**src/rtl/vga_sync_decoder.sv**
```systemverilog
// Recovers pixel/line position from active-low hsync/vsync edges and checks
// line/frame periods, reporting lock state and a saturating violation count.
module vga_sync_decoder #(
    parameter int H_TOTAL      = 800,
    parameter int H_ACTIVE     = 640,
    parameter int H_SYNC_START = 656,
    parameter int V_TOTAL      = 525,
    parameter int V_ACTIVE     = 480,
    parameter int V_SYNC_START = 490,
    parameter int LOCK_FRAMES  = 2
) (
    input  logic       clk,
    input  logic       rst,
    input  logic       pix_en,
    input  logic       hsync,
    input  logic       vsync,
    output logic [9:0] h_cnt,
    output logic [9:0] v_cnt,
    output logic       valid,
    output logic       locked,
    output logic       frame_start,
    output logic       line_err,
    output logic [7:0] err_cnt
);

    localparam logic [9:0]  HT_LAST   = 10'(H_TOTAL - 1);
    localparam logic [9:0]  HSS       = 10'(H_SYNC_START);
    localparam logic [9:0]  HA        = 10'(H_ACTIVE);
    localparam logic [9:0]  VT_LAST   = 10'(V_TOTAL - 1);
    localparam logic [9:0]  VT        = 10'(V_TOTAL);
    localparam logic [9:0]  VSS       = 10'(V_SYNC_START);
    localparam logic [9:0]  VA        = 10'(V_ACTIVE);
    localparam logic [10:0] HT11      = 11'(H_TOTAL);
    localparam logic [10:0] TMO_LAST  = 11'(2 * H_TOTAL - 1);
    localparam logic [7:0]  GOOD_LAST = 8'(LOCK_FRAMES - 1);

    typedef enum logic [1:0] {SEARCH, ACQUIRE, LOCKED} state_t;

    state_t      r_state;
    logic        r_hs_prev, r_vs_prev, r_h_seen, r_frame_bad;
    logic [10:0] r_hlen;
    logic [9:0]  r_vlen;
    logic [7:0]  r_good;
    logic [9:0]  r_h_cnt, r_v_cnt;
    logic        r_valid, r_locked, r_frame_start, r_line_err;
    logic [7:0]  r_err_cnt;

    logic       w_hfall, w_vfall, w_hwrap, w_timeout;
    logic       w_bad_line, w_bad_frame, w_bad, w_good_frame;
    logic       w_viol, w_lock_next;
    logic [9:0] w_h_next, w_v_next;

    always_comb begin
        w_hfall = ~hsync & r_hs_prev;
        w_vfall = ~vsync & r_vs_prev;
        w_hwrap = ~w_hfall & (r_h_cnt == HT_LAST);
        if (w_hfall)      w_h_next = HSS;
        else if (w_hwrap) w_h_next = '0;
        else              w_h_next = r_h_cnt + 10'd1;
        if (w_vfall)      w_v_next = VSS;
        else if (w_hwrap) w_v_next = (r_v_cnt == VT_LAST) ? '0 : r_v_cnt + 10'd1;
        else              w_v_next = r_v_cnt;
        w_timeout    = ~w_hfall & (r_hlen == TMO_LAST);
        w_bad_line   = w_hfall & r_h_seen & (r_hlen != HT11);
        w_bad_frame  = w_vfall & (r_vlen != VT);
        w_bad        = w_bad_line | w_bad_frame;
        // A frame holding an already-reported bad line is not good, but is not reported again
        w_good_frame = w_vfall & ~w_bad & ~r_frame_bad;
        w_viol       = (r_state != SEARCH) & (w_timeout | w_bad);
        w_lock_next  = ~w_timeout & ~w_bad &
                       ((r_state == LOCKED) |
                        ((r_state == ACQUIRE) & w_good_frame & (r_good == GOOD_LAST)));
    end

    always_ff @(posedge clk or posedge rst) begin
        if (rst) begin
            r_state       <= SEARCH;
            r_hs_prev     <= 1'b1;
            r_vs_prev     <= 1'b1;
            r_h_seen      <= 1'b0;
            r_frame_bad   <= 1'b0;
            r_hlen        <= '0;
            r_vlen        <= '0;
            r_good        <= '0;
            r_h_cnt       <= '0;
            r_v_cnt       <= '0;
            r_valid       <= 1'b0;
            r_locked      <= 1'b0;
            r_frame_start <= 1'b0;
            r_line_err    <= 1'b0;
            r_err_cnt     <= '0;
        end else begin
            r_frame_start <= 1'b0;
            r_line_err    <= 1'b0;
            if (pix_en) begin
                r_hs_prev <= hsync;
                r_vs_prev <= vsync;
                r_h_cnt   <= w_h_next;
                r_v_cnt   <= w_v_next;
                r_hlen    <= w_hfall ? 11'd1 : ((r_hlen == 11'h7FF) ? r_hlen : r_hlen + 11'd1);
                if (w_vfall)
                    r_vlen <= {9'd0, w_hfall};
                else if (w_hfall && (r_vlen != '1))
                    r_vlen <= r_vlen + 10'd1;
                if (w_vfall)
                    r_frame_bad <= 1'b0;
                else if (w_bad_line)
                    r_frame_bad <= 1'b1;
                r_line_err <= w_viol;
                if (w_viol && (r_err_cnt != '1))
                    r_err_cnt <= r_err_cnt + 8'd1;
                r_locked      <= w_lock_next;
                r_valid       <= w_lock_next & (w_h_next < HA) & (w_v_next < VA);
                r_frame_start <= (r_state == LOCKED) & (w_h_next == '0) & (w_v_next == '0);
                if (w_timeout) begin
                    r_state  <= SEARCH;
                    r_h_seen <= 1'b0;
                end else begin
                    if (w_hfall)
                        r_h_seen <= 1'b1;
                    case (r_state)
                        SEARCH: if (w_vfall) begin
                            r_state <= ACQUIRE;
                            r_good  <= '0;
                        end
                        ACQUIRE: if (w_bad) begin
                            r_good <= '0;
                        end else if (w_good_frame) begin
                            if (r_good == GOOD_LAST)
                                r_state <= LOCKED;
                            else
                                r_good <= r_good + 8'd1;
                        end
                        LOCKED: if (w_bad) begin
                            r_state <= ACQUIRE;
                            r_good  <= '0;
                        end
                        default: r_state <= SEARCH;
                    endcase
                end
            end
        end
    end

    assign h_cnt       = r_h_cnt;
    assign v_cnt       = r_v_cnt;
    assign valid       = r_valid;
    assign locked      = r_locked;
    assign frame_start = r_frame_start;
    assign line_err    = r_line_err;
    assign err_cnt     = r_err_cnt;

endmodule

```
**config.mk**
```make
export PLATFORM = sky130hd
export DESIGN_NAME = vga_sync_decoder
export DESIGN_NICKNAME = d
export VERILOG_FILES = /design/src/rtl/vga_sync_decoder.sv
export SDC_FILE = /design/constraint.sdc
export NUM_CORES = 1
export LEC_CHECK = 0
export ABC_AREA = 0
export BUFFER_PORTS_ARGS = -buffer_cell sky130_fd_sc_hd__buf_2
export CAP_MARGIN = 5
export CORE_MARGIN = 5
export CORE_UTILIZATION = 54
export CTS_CLUSTER_DIAMETER = 150
export CTS_CLUSTER_SIZE = 20
export DETAILED_ROUTE_END_ITERATION = 8
export PLACE_DENSITY = 0.77
export SKIP_LAST_GASP = 1
export SYNTH_ARGS = -nofsm -noshare
export SYNTH_HDL_FRONTEND = slang
export SYNTH_SLANG_ARGS = --single-unit
```
**constraint.sdc**
```tcl
create_clock -name clk -period 2.3 [get_ports clk]
set_clock_uncertainty 0.1 [all_clocks]
set_input_delay 0.115 -clock clk [delete_from_list [all_inputs] [get_ports clk]]
set_output_delay 0.115 -clock clk [all_outputs]
set_load 0.1 [all_outputs]
```
## Word level (Yosys, flattened, before mapping)

Cells that the tools add are included.

- Multiplexer cells: 28
- Equal/unequal tests: 21
- $lt $le $gt $ge: 2
- Bitwise gates (word level): 27
- Reduce and logical (&&, ||, !) cells: 17
- Add/subtract/negate cells: 6

Operators by type and width:

| cell | number |
|---|---|
| 2-to-1 mux 10 bit | 7 |
| 2-to-1 mux 8 bit | 5 |
| adder 10 x 1 -> 10 bit, second input constant | 3 |
| case mux 8 bit (3 select lines) | 1 |
| equality test 11 bit, second input constant | 2 |
| 2-to-1 mux 11 bit | 2 |
| equality test 10 bit, second input constant | 2 |
| logical NOT 10 bit | 2 |
| != test 10 bit, second input constant | 2 |
| bitwise AND 1 bit | 18 |
| != test 3 bit, second input constant | 6 |
| adder 8 x 1 -> 8 bit, second input constant | 2 |
| 2-to-1 mux 2 bit | 6 |
| adder 11 x 1 -> 11 bit, second input constant | 1 |
| != test 11 x 10 -> 1 bit, second input constant | 1 |
| less-than comparator 10 bit, second input constant | 1 |
| less-than comparator 10 x 9 -> 1 bit, second input constant | 1 |
| AND reduction 2 bit | 5 |
| equality test 8 x 1 -> 1 bit, second input constant | 1 |
| != test 8 bit, second input constant | 1 |
| nonzero test 2 bit | 4 |
| AND reduction 7 bit | 1 |
| 2-to-1 mux 1 bit | 6 |
| != test 2 bit, second input constant | 3 |
| 10 further kinds | 18 |

- Output and inout bits: 32
- Bits of input ports: 5
- Register bits after elaboration: 67
- Logic and storage cells: 116

## Depth between registers and ports, before layout

Gate-level depths: netlist (run 1).

- Depth in word-level cells: 14
- Mapped depth: 9
- Mapped depth without buffers: 8

## Worst setup path before layout (run 1)

No wires, ideal clock.

- Path type: register to register
- From: register r_h_cnt[1], in the netlist h_cnt[1]
- To: register r_frame_start, in the netlist frame_start
- Clock period less this slack: 3.299 ns
- Buffers on the path: 2
- Required time: 2.104 ns
- Cell stages (with the launch flop): 10
- Library setup time: 0.096 ns
- Slack: -0.999 ns
- Data arrival time: 3.104 ns
- Cell sequence: dfrtp_1 -> ha_1 -> and4_1 -> clkbuf_1 -> nand4_4 -> clkbuf_1 -> nand2_1 -> o21ai_0 -> a2111o_1 -> nor4_2

- Word-level cells in the longest chain between the ends: 8
- Elaborated cells on any way between the ends: 12
- Classes of those cells: add/sub (1); eq/ne (1); mux (5); bitwise (3); reduce/logical (2)

RTL lines:

| element | RTL line | source |
|---|---|---|
| start, declared | 44 | `logic [9:0] r_h_cnt, r_v_cnt;` |
| start signal, assigned | 98 | `r_h_cnt <= w_h_next;` |
| branches (longest 6 deep; another with adder 10 x 1 -> 10 bit) | - |  |
| bitwise AND 1 bit (*) | 114 | `r_frame_start <= (r_state == LOCKED) & (w_h_next == '0) & (w_v_next == '0);` |
| 2-to-1 mux 1 bit (*) | 95 | `if (pix_en) begin` |
| end signal, assigned | 114 |  |
| end, declared | 45 | `logic r_valid, r_locked, r_frame_start, r_line_err;` |

Every way passes the cells marked *.
A chain may end at the register's enable or synchronous reset.

## Worst setup path after layout (run 1)

- From: register r_v_cnt[8], in the netlist v_cnt[8]
- To: register r_frame_start, in the netlist frame_start

- Word-level cells in the longest chain between the ends: 7
- Elaborated cells on any way between the ends: 8
- Classes of those cells: add/sub (1); eq/ne (1); mux (4); bitwise (1); reduce/logical (1)

RTL lines:

| element | RTL line | source |
|---|---|---|
| start, declared | 44 |  |
| start signal, assigned | 99 | `r_v_cnt <= w_v_next;` |
| adder 10 x 1 -> 10 bit or equality test 10 bit (tied branches) | 61 | `else if (w_hwrap) w_v_next = (r_v_cnt == VT_LAST) ? '0 : r_v_cnt + 10'd1;` |
| 2-to-1 mux 10 bit | 61 |  |
| 2-to-1 mux 10 bit (*) | 61 |  |
| 2-to-1 mux 10 bit (*) | 60 | `if (w_vfall) w_v_next = VSS;` |
| logical NOT 10 bit (*) | 114 |  |
| bitwise AND 1 bit (*) | 114 |  |
| 2-to-1 mux 1 bit (*) | 95 |  |

Mark *: on every way between the ends. The rest lies on a longest branch, timed or not.

==> results of run 1 <==
-- registers in the layout, summed over array words and instances, names as in the netlist --
name	count
r_hs_prev	1
err_cnt	8
r_good	8
r_vlen	10
h_cnt	10
r_vs_prev	1
v_cnt	10
r_hlen	11
locked	1
r_h_seen	1
frame_start	1
r_state	2
line_err	1
r_frame_bad	1
valid	1
-- worst paths after layout --
path                            start           to  depth (start not counted)  slack [ns]
hold reg to reg            err_cnt[5]   err_cnt[5]                          1        0.39
setup reg to reg             v_cnt[8]  frame_start                          6       -0.15
max in group asynchronous         rst    r_vs_prev                          4        1.48
setup / recovery             v_cnt[8]  frame_start                          6       -0.15
min in group asynchronous         rst   err_cnt[6]                          4        0.31
hold / removal                 pix_en     h_cnt[9]                          2        0.04
-- what timing repair did --
action,4_1_cts,5_1_grt
pin swaps,7,14
hold buffers,3,0
setup endpoints to repair,6,24
setup buffers,0,3
endpoints found under the hold margin,67,0
gates resized for setup,4,19
cloned,0,1
-- layer usage --
metal  global-route usage, %  wire (µm)
met5                       0          0
met4                    5.92        119
met3                    3.87        559
met2                    37.9       4970
met1                    31.1       4400
-- through the flow --
| step | power, mW | instances |
|---|---|---|
| floorplan | 2.70 | 435 |
| global placement | 3.08 | 607 |
| detailed placement | 3.14 | 607 |
| CTS | 4.03 | 626 |
| global route | 4.30 | 630 |
| finish | 4.05 | 630 |
-- cells by family (layout without fill, tap and decap cells) --
group | count (synthesis) | count (layout) | synth area share, %
mux | 7 | 7 | 1.96
compound gates | 105 | 105 | 17.6
xor+xnor | 26 | 26 | 5.76
buf+inv | 38 | 133 | 4.21
simple gates | 182 | 183 | 24.8
fa+ha+maj | 10 | 10 | 3.17
flops | 67 | 67 | 42.5
-- where the power goes --
group / internal, mW / total, mW / switching [mW]
logic: 0.512 / 1.61 / 1.10
registers: 1.37 / 1.56 / 0.186
clock network: 0.449 / 0.886 / 0.438
-- cells in the final DEF, fill, tap and decap left out, types with 5 or more instances in the layout --
cell / instances
mux2_2: 6
buf_2: 36
and3_1: 10
nand3_1: 16
o21ai_1: 7
nor2_1: 38
a31oi_1: 6
nand4_1: 16
ha_1: 8
nor3_1: 10
o21ai_0: 29
nand2b_1: 5
xor2_1: 9
dfrtp_1: 42
buf_4: 60
inv_1: 15
a21oi_1: 17
xnor2_1: 17
nand2_1: 43
dfrtp_2: 23
o31ai_1: 6
clkbuf_8: 11
-- cell usage after synthesis (4+ instances only) --
cell	instances	area (µm²)
a21oi_1	19	95.1
nor3_1	11	55.1
o21ai_0	33	165
dfrtp_1	65	1630
mux2_2	6	67.6
inv_1	16	60.1
xor2_1	9	78.8
nand2b_1	6	37.5
nand3_1	16	80.1
xnor2_1	17	149
ha_1	10	125
clkbuf_1	14	52.6
and4_1	5	43.8
nand4_1	16	100
or3_1	4	25.0
and2_1	4	25.0
nor2b_1	4	25.0
o31ai_1	7	52.6
buf_2	5	25.0
or4_1	4	30.0
a31oi_1	6	37.5
nand2_1	44	165
nor4_1	4	25.0
o41ai_1	5	43.8
nor2_1	38	143
and3_1	10	62.6
-- area by class of cell --
type / count / area share [%]
well taps: 99 / 2.45
clock inverters: 2 / 0.198
flip-flops and latches: 67 / 33.8
repair buffers: 101 / 13.7
clock buffers: 14 / 3.22
inverters: 16 / 1.19
multi-input cells: 331 / 45.4
==> impl_metrics.yaml, run 1 <==
logic_synthesis:
  netlist_instances: 435
  synth_seq_area_share_pct: 42.5
  yosys_warnings: 0
  synth-seq-cells: 67
  synth_edf_count: 0
  synthFlopType: "dfrtp_1"
  syn-num-nets: 450
  ys_types: 62
  syn_area_mm2: 0.00395
  avgSynthCellArea_um2: 9.09
  async_flop_share_pct: 100
die:
  dieArea_mm2: 0.00913
  core_area_mm2: 0.00718
  die_w_um: 95.6
  initial_core_util_pct: 55.1
  num_rows: 31
  die_h_um: 95.6
  io-pin-count: 37
routing:
  vias: 3728
  final_antenna_net_count: 0
  routedWlPerCell_um: 15.9
  drtPass1Iterations: 5
  via_per_inst: 5.92
  routed_wl_mm: 10.0
  drc: 0
  drtIter0Drc: 263
place:
  pre_cts_ws_ns: -0.174
  postPlaceCellArea_mm2: 0.00470
  gp_congestion: 0.926
  io_buffers: 36
  dp_hpwl_mm: 6.90
timing:
  layout_setup_ws_ns: -0.153
  fmax_ghz: 0.408
  hold_viol: 0
  timing.final.crit_share_pct: 107
  setup_tns_ns: -0.331
  finalSetupViolCount: 4
  drv_slew: 0
  hold-worst-slack_ns: 0.0374
  layout_min_cycle_time_ns: 2.45
  rsz0062_at_grt: "true"
  slew_headroom_pct: 64.5
  tightestPinTransition_ns: 0.531
worst_setup_path:
  slowest_stage: "or4_4"
  cpLargestDelayFamily: "simple AND/OR/NAND/NOR gates"
  crit_path_cell_trace: "or4_4 -> or4_4 -> o21ai_1 -> a21oi_1 -> nand3b_1 -> nor4_2"
  cpMostUsedCell: "or4_4"
  crit_type: "reg2reg"
  path_max_fanout: 5
  cp_num_buf_inv: 0
  required_ns: 2.45
  cp-end-kind: "flop"
  critPathLaunchType: "flop"
  arrival_ns: 2.60
  slowest_delay_ns: 0.55
grt:
  grt_first_pass_wirelength_mm: 16.6
  grt_max_degree: 68
  track_usage_pct: 22.9
  grt.overflow.total: 0
  grt_pass1_vias: 3539
  antenna_found_initial: 0
finish:
  fin_area_mm2: 0.00505
  final-seq-area_mm2: 0.00171
  drive_gt1_share_pct: 33.0
  layout.filler_cells: 544
  n_antenna_cell: 0
  final_util_pct: 70.3
  area_delta_synth_final_pct: 27.7
  num-nets-final: 541
  multi_input_area_mm2: 0.00229
clock_tree:
  max-clock-path-buffers: 2
  numCtsBuffers: 9
  clock_latency_ns: 0.34
  clock_sinks: 67
  path_clk_slew_ns: 0.07
  cts_htree_levels: 3
  cts_tree: "built"
  root_buffer: "clkbuf_8"
power_and_ir_drop:
  vdd_drop_max_mv: 0.925
  power_density_mw_per_mm2: 803
  p_leak_nw: 2.16
run_status:
  outcome: "finished, violations left"
  violations: "negative setup slack"
min_path:
  hold_path.class: "in2reg"
job:
  drv_cap: 0
Note: power is estimated with default switching activity, not from simulation.
==> run 2: changes to the inputs <==
--- a/config.mk
+++ b/config.mk
@@ -9,11 +9,10 @@
 export BUFFER_PORTS_ARGS = -buffer_cell sky130_fd_sc_hd__buf_2
 export CAP_MARGIN = 5
 export CORE_MARGIN = 5
-export CORE_UTILIZATION = 54
-export CTS_CLUSTER_DIAMETER = 150
+export CORE_UTILIZATION = 60
 export CTS_CLUSTER_SIZE = 20
 export DETAILED_ROUTE_END_ITERATION = 8
-export PLACE_DENSITY = 0.77
+export PLACE_DENSITY = 0.81
 export SKIP_LAST_GASP = 1
 export SYNTH_ARGS = -nofsm -noshare
 export SYNTH_HDL_FRONTEND = slang
==> constraint.sdc (replaced) <==
create_clock -name clk -period 2.97 [get_ports clk]
set_clock_uncertainty 0.1 [all_clocks]
set_input_delay 0.1485 -clock clk [delete_from_list [all_inputs] [get_ports clk]]
set_output_delay 0.1485 -clock clk [all_outputs]
set_load 0.1 [all_outputs]
==> impl_metrics.yaml, run 2 (synthesis results as in run 1) <==
clock_tree:
  clock_sinks: 67
  cts_setup_buffers: 0
  root_buffer: "clkbuf_8"
  numCtsBuffers: 9
  max-clock-path-buffers: 2
  cts_htree_levels: 3
  path_clk_slew_ns: 0.07
  cts_tree: "built"
  clock_latency_ns: 0.34
worst_setup_path:
  cpMostUsedCell: "o41ai_1"
  arrival_ns: 2.93
  reg2reg_to: "valid"
  r2r_slack_ns: 0.16
  cp_num_buf_inv: 0
  cp-end-kind: "flop"
  timing.rr.start: "h_cnt[1]"
  crit_type: "reg2reg"
  slowest_stage: "a2111oi_1"
  required_ns: 3.09
  critPathLaunchType: "flop"
  crit_path_cell_trace: "ha_2 -> and4_1 -> nand4_4 -> o41ai_1 -> a21oi_1 -> a2111oi_1 -> o41ai_1"
  slowest_delay_ns: 0.47
  path_max_fanout: 19
  cpLargestDelayFamily: "compound AO/OA/AOI/OAI gates"
  reg2regPathDepth: 7
  crit_cells: 7
timing:
  rsz0062_at_grt: "true"
  finalSetupViolCount: 0
  fmax_ghz: 0.356
  layout_setup_ws_ns: 0.160
  slew_headroom_pct: 52.7
  timing.final.crit_share_pct: 94.6
  layout_min_cycle_time_ns: 2.81
  hold_viol: 0
  drv_slew: 0
  setup_tns_ns: 0
  tightestPinTransition_ns: 0.707
grt:
  grt_pass1_vias: 3418
  antenna_found_initial: 0
  grt.overflow.total: 0
  grt_first_pass_wirelength_mm: 16.2
  grt_max_degree: 27
  track_usage_pct: 23.1
min_path:
  hold_path.class: "in2reg"
  hp-start: "pix_en"
  hold_end: "v_cnt[5]"
  whs_path_depth: 2
finish:
  area_delta_synth_final_pct: 11.7
  n_antenna_cell: 0
  layout_common_cells: "dfrtp_1, nand2_1, nor2_1, buf_2, o21ai_0"
  layout.cells.non_filler: 553
  top_register: "r_hlen"
  drive_gt1_share_pct: 18.1
  largest_register_ffs: 11
  final_util_pct: 69.1
  layout.cells.most_common: "dfrtp_1"
  num-nets-final: 486
power_and_ir_drop:
  fin_total_pwr_mw: 2.92
  power_density_mw_per_mm2: 662
  vdd_drop_max_mv: 0.809
  p_leak_nw: 1.85
place:
  dp_cells: 534
  pre_cts_ws_ns: 0.0626
  io_buffers: 36
  dp_hpwl_mm: 6.54
  gp_congestion: 0.921
routing:
  routedWlPerCell_um: 16.8
  drtPass1Iterations: 7
  drtIter0Drc: 341
  routed_wl_mm: 9.27
  drc: 0
  via_per_inst: 6.40
  final_antenna_net_count: 0
  vias: 3540
die:
  die_h_um: 91.2
  initial_core_util_pct: 61.9
  dieArea_mm2: 0.00831
  num_rows: 29
  io-pin-count: 37
  die_w_um: 91.2
  core_area_mm2: 0.00639
job:
  drv_cap: 0
run_status:
  outcome: "finished, final reports clean"
## run 2: cell types whose count changed in the layout (fill, tap and decap cells not counted), moves of 4 or more
| cell | change |
|---|---|
| buf_4 | -52 |
| dfrtp_1 | +15 |
| o21ai_1 | -4 |
| dfrtp_2 | -15 |
| o21ai_0 | +4 |
## run 2: power by group
group	total, mW	switching [mW]	internal, mW	leakage (nW)
logic	0.990	0.746	0.244	0.925
registers	1.25	0.192	1.06	0.833
clock network	0.684	0.336	0.347	0.0905
## run 2: area by class of cell
cell class,instances,area [µm²]
clock buffers,14,163
clock inverters,2,10.0
fillers,509,1970
inverters,16,60.1
multi-input cells,330,2130
flip-flops and latches,67,1690
well taps,77,96.3
repair buffers,47,270
## run 2: through the flow
step                      hold slack, ns  cell area (µm²)
after global placement            0.0644             4200
after CTS                          0.132             4400
after global routing               0.170             4420
final                              0.134             4420
after floorplan                    0.201             3970
after detailed placement          0.0680             4200
## run 2: repair_timing
action	CTS	global route
resized for setup	0	3
hold buffers	3	0
hold endpoints to repair	21	0
setup endpoints to repair	0	4
## run 2: worst max-delay path by stage
stage | start | slack [ns] | to
4_1_cts | h_cnt[1] | 0.03 | valid
2_1_floorplan | h_cnt[1] | 0.002 | frame_start
6_report | h_cnt[1] | 0.16 | valid
3_3_place_gp | h_cnt[1] | 0.17 | valid
5_1_grt | h_cnt[1] | -0.13 | valid
3_5_place_dp | h_cnt[1] | 0.06 | valid
## run 2: worst register-to-register path, cell delays in order, from the launching register on
cell and delay, ns:
dfrtp_2 0.42, ha_2 0.26, and4_1 0.38, nand4_4 0.33, o41ai_1 0.47, a21oi_1 0.14
a2111oi_1 0.47, o41ai_1 0.11
## run 2: per-layer routing
layer | global-route usage (%) | up-vias | wire length (µm)
met2 | 37.5 | 156 | 4500
met5 | 0 | - | 0
met4 | 7.21 | 0 | 142
met1 | 31.7 | 1704 | 4040
met3 | 3.80 | 16 | 595
li1 | - | 1664 | -
==> run 3: changes to the inputs <==
--- a/config.mk
+++ b/config.mk
@@ -5,15 +5,16 @@
 export SDC_FILE = /design/constraint.sdc
 export NUM_CORES = 1
 export LEC_CHECK = 0
-export ABC_AREA = 0
+export ABC_AREA = 1
 export BUFFER_PORTS_ARGS = -buffer_cell sky130_fd_sc_hd__buf_2
 export CAP_MARGIN = 5
 export CORE_MARGIN = 5
 export CORE_UTILIZATION = 60
 export CTS_CLUSTER_SIZE = 20
 export DETAILED_ROUTE_END_ITERATION = 8
-export PLACE_DENSITY = 0.81
+export PLACE_DENSITY = 0.8
 export SKIP_LAST_GASP = 1
 export SYNTH_ARGS = -nofsm -noshare
 export SYNTH_HDL_FRONTEND = slang
 export SYNTH_SLANG_ARGS = --single-unit
+export TNS_END_PERCENT = 1
==> impl_metrics.yaml, run 3 <==
logic_synthesis:
  synth_top_area_share_pct: 35.9
  synth_edf_count: 0
  synth_seq_area_share_pct: 37.1
  yosys-top-cells-count: "nand2_1, inv_1, dfrtp_1"
  syn_area_mm2: 0.00453
  netlist_instances: 608
  yosys_warnings: 0
  synth_area_leaders: "dfrtp_1, nand2_1, inv_1"
  avgSynthCellArea_um2: 7.45
  async_flop_share_pct: 100
  yosysMostFrequentCell: "nand2_1"
  synth-seq-cells: 67
  synthFlopType: "dfrtp_1"
  ys_types: 47
  synth_top_area_cell: "dfrtp_1"
  syn-num-nets: 623
die:
  initial_core_util_pct: 62.1
  die_h_um: 96.9
  core_area_mm2: 0.00729
  dieArea_mm2: 0.00938
  num_rows: 31
  io-pin-count: 37
  die_w_um: 96.9
timing:
  timing.final.crit_share_pct: 76.1
  hold_viol: 0
  drv_slew: 0
  rsz0062_at_grt: "false"
  tightestPinTransition_ns: 0.483
  setup_tns_ns: 0
  finalSetupViolCount: 0
  layout_setup_ws_ns: 0.709
  layout_min_cycle_time_ns: 2.26
  slew_headroom_pct: 67.7
  fmax_ghz: 0.442
  hold-worst-slack_ns: 0.200
finish:
  layout_common_cells: "nand2_1, inv_1, dfrtp_1, nand3_1, nor2_1"
  layout.cells.non_filler: 753
  num-nets-final: 664
  area_delta_synth_final_pct: 11.5
  n_antenna_cell: 0
  final_util_pct: 69.3
  largest_register_ffs: 11
  drive_gt1_share_pct: 18.0
  layout.filler_cells: 595
  layout.cells.most_common: "nand2_1"
  top_register: "r_hlen"
place:
  gp_congestion: 0.924
  io_buffers: 36
  dp_hpwl_mm: 7.49
  dp_cells: 734
  pre_cts_ws_ns: 0.722
worst_setup_path:
  cp_num_buf_inv: 4
  slowest_delay_ns: 0.54
  crit_type: "in2reg"
  r2r_slack_ns: 0.71
  cp-end-kind: "flop"
  path_max_fanout: 12
  critPathLaunchType: "input port"
  reg2regPathDepth: 7
  timing.rr.start: "r_hs_prev"
  slowest_stage: "dlygate4sd3_1"
  reg2reg_to: "r_vlen[2]"
  required_ns: 3.10
  crit_path_cell_trace: "dlygate4sd3_1 -> buf_2 -> inv_1 -> nand2_1 -> nor2_4 -> inv_1 -> nor2_1 -> nand2_1 -> o21ai_0 -> a21oi_1"
  cpLargestDelayFamily: "simple AND/OR/NAND/NOR gates"
  arrival_ns: 2.39
routing:
  routed_wl_mm: 10.3
  drtIter0Drc: 253
  routedWlPerCell_um: 13.7
  drc: 0
  drtPass1Iterations: 5
  via_per_inst: 5.49
  vias: 4135
  final_antenna_net_count: 0
clock_tree:
  path_clk_slew_ns: 0.08
  root_buffer: "clkbuf_8"
  cts_tree: "built"
  clock_sinks: 67
  postCtsHoldBufs: 3
  numCtsBuffers: 9
  post_cts_resized: 0
  clock_latency_ns: 0.34
  cts_htree_levels: 3
  max-clock-path-buffers: 2
  cts_setup_buffers: 0
job:
  drv_cap: 0
power_and_ir_drop:
  vdd_drop_max_mv: 0.312
  p_leak_nw: 2.43
  power_density_mw_per_mm2: 700
grt:
  busiest_layer: "met2"
  grt_max_degree: 68
  track_usage_pct: 23.1
  antenna_found_initial: 0
  grt.overflow.total: 0
  met1_usage_pct: 28.6
  met2_usage_pct: 39.1
  grt_first_pass_wirelength_mm: 18.4
  grtUsageMet3_pct: 4.53
  grt_pass1_vias: 4123
min_path:
  hold_end: "valid"
  hold_path.class: "in2reg"
  hp-start: "pix_en"
  whs_path_depth: 4
run_status:
  outcome: "finished, final reports clean"
run 3: cell count changes after synthesis, sizes merged, moves of 6 or more:
cell    change
nand2     +114
inv        +69
nand3      +44
nor2       +35
o21ai      +14
xnor2      -14
and3       -10
clkbuf     -10
nor3        +8
and4        -6
mux2        -6
nand2b      -6
nor3b       +6
or4         -6
run 3: final cells by class:
| cell class | instances | area, µm² | area share [%] |
|---|---|---|---|
| Sequential cell | 67 | 1680 | 33.3 |
| Inverter | 86 | 325 | 6.44 |
| Clock buffer | 10 | 138 | 2.73 |
| Clock inverter | 6 | 111 | 2.21 |
| Tap cell | 99 | 124 | 2.45 |
| Multi-Input combinational cell | 443 | 2430 | 48.1 |
| Timing Repair Buffer | 42 | 245 | 4.86 |
run 3: where the power goes:
part	internal (mW)	leakage, nW	switching [mW]
clock	0.582	0.123	0.366
combinational	0.318	1.44	1.02
sequential	1.05	0.869	0.189
run 3: kinds of logic (layout without fill, tap and decap cells):
| kind of cell | after synthesis | count (layout) | share of synthesized area [%] |
|---|---|---|---|
| and+or+nand+nor | 339 | 339 | 37.2 |
| buffers and inverters | 98 | 144 | 9.31 |
| AOI/OAI and AO/OA | 79 | 79 | 10.8 |
| DFF | 67 | 67 | 37.1 |
| xor gates and xnor gates | 15 | 15 | 2.90 |
| adders and majority gates | 10 | 10 | 2.76 |
run 3: through the flow:
step / total power [mW] / cell area [µm²]
final: 3.53 / 5050
after global routing: 3.74 / 5050
after CTS: 3.55 / 5050
after detailed placement: 2.59 / 4770
after global placement: 2.56 / 4770
after floorplan: 2.37 / 4530
run 3: worst max-delay path by stage:
stage | start | endpoint | slack (ns) | depth (start not counted)
floorplan | h_cnt[0] | frame_start | 0.38 | 13
global placement | h_cnt[0] | frame_start | 0.75 | 11
detailed placement | h_cnt[0] | frame_start | 0.72 | 11
CTS | h_cnt[0] | frame_start | 0.70 | 11
global route | r_hlen[0] | r_hlen[0] | 0.42 | 11
finish | hsync | r_vlen[2] | 0.71 | 10
run 3: routing by layer:
metal | wire, µm | vias up | part of all wire (%)
li1 | - | 2059 | -
met1 | 4500 | 1917 | 44
met2 | 5040 | 140 | 49
met3 | 578 | 19 | 5.6
met4 | 176 | 0 | 1.7
met5 | 0 | - | 0
run 3: tightest hold or removal path, stage by stage:
cell and delay (ns):
buf_2 0.11, inv_2 0.19, nand2_1 0.11, nand2_1 0.05
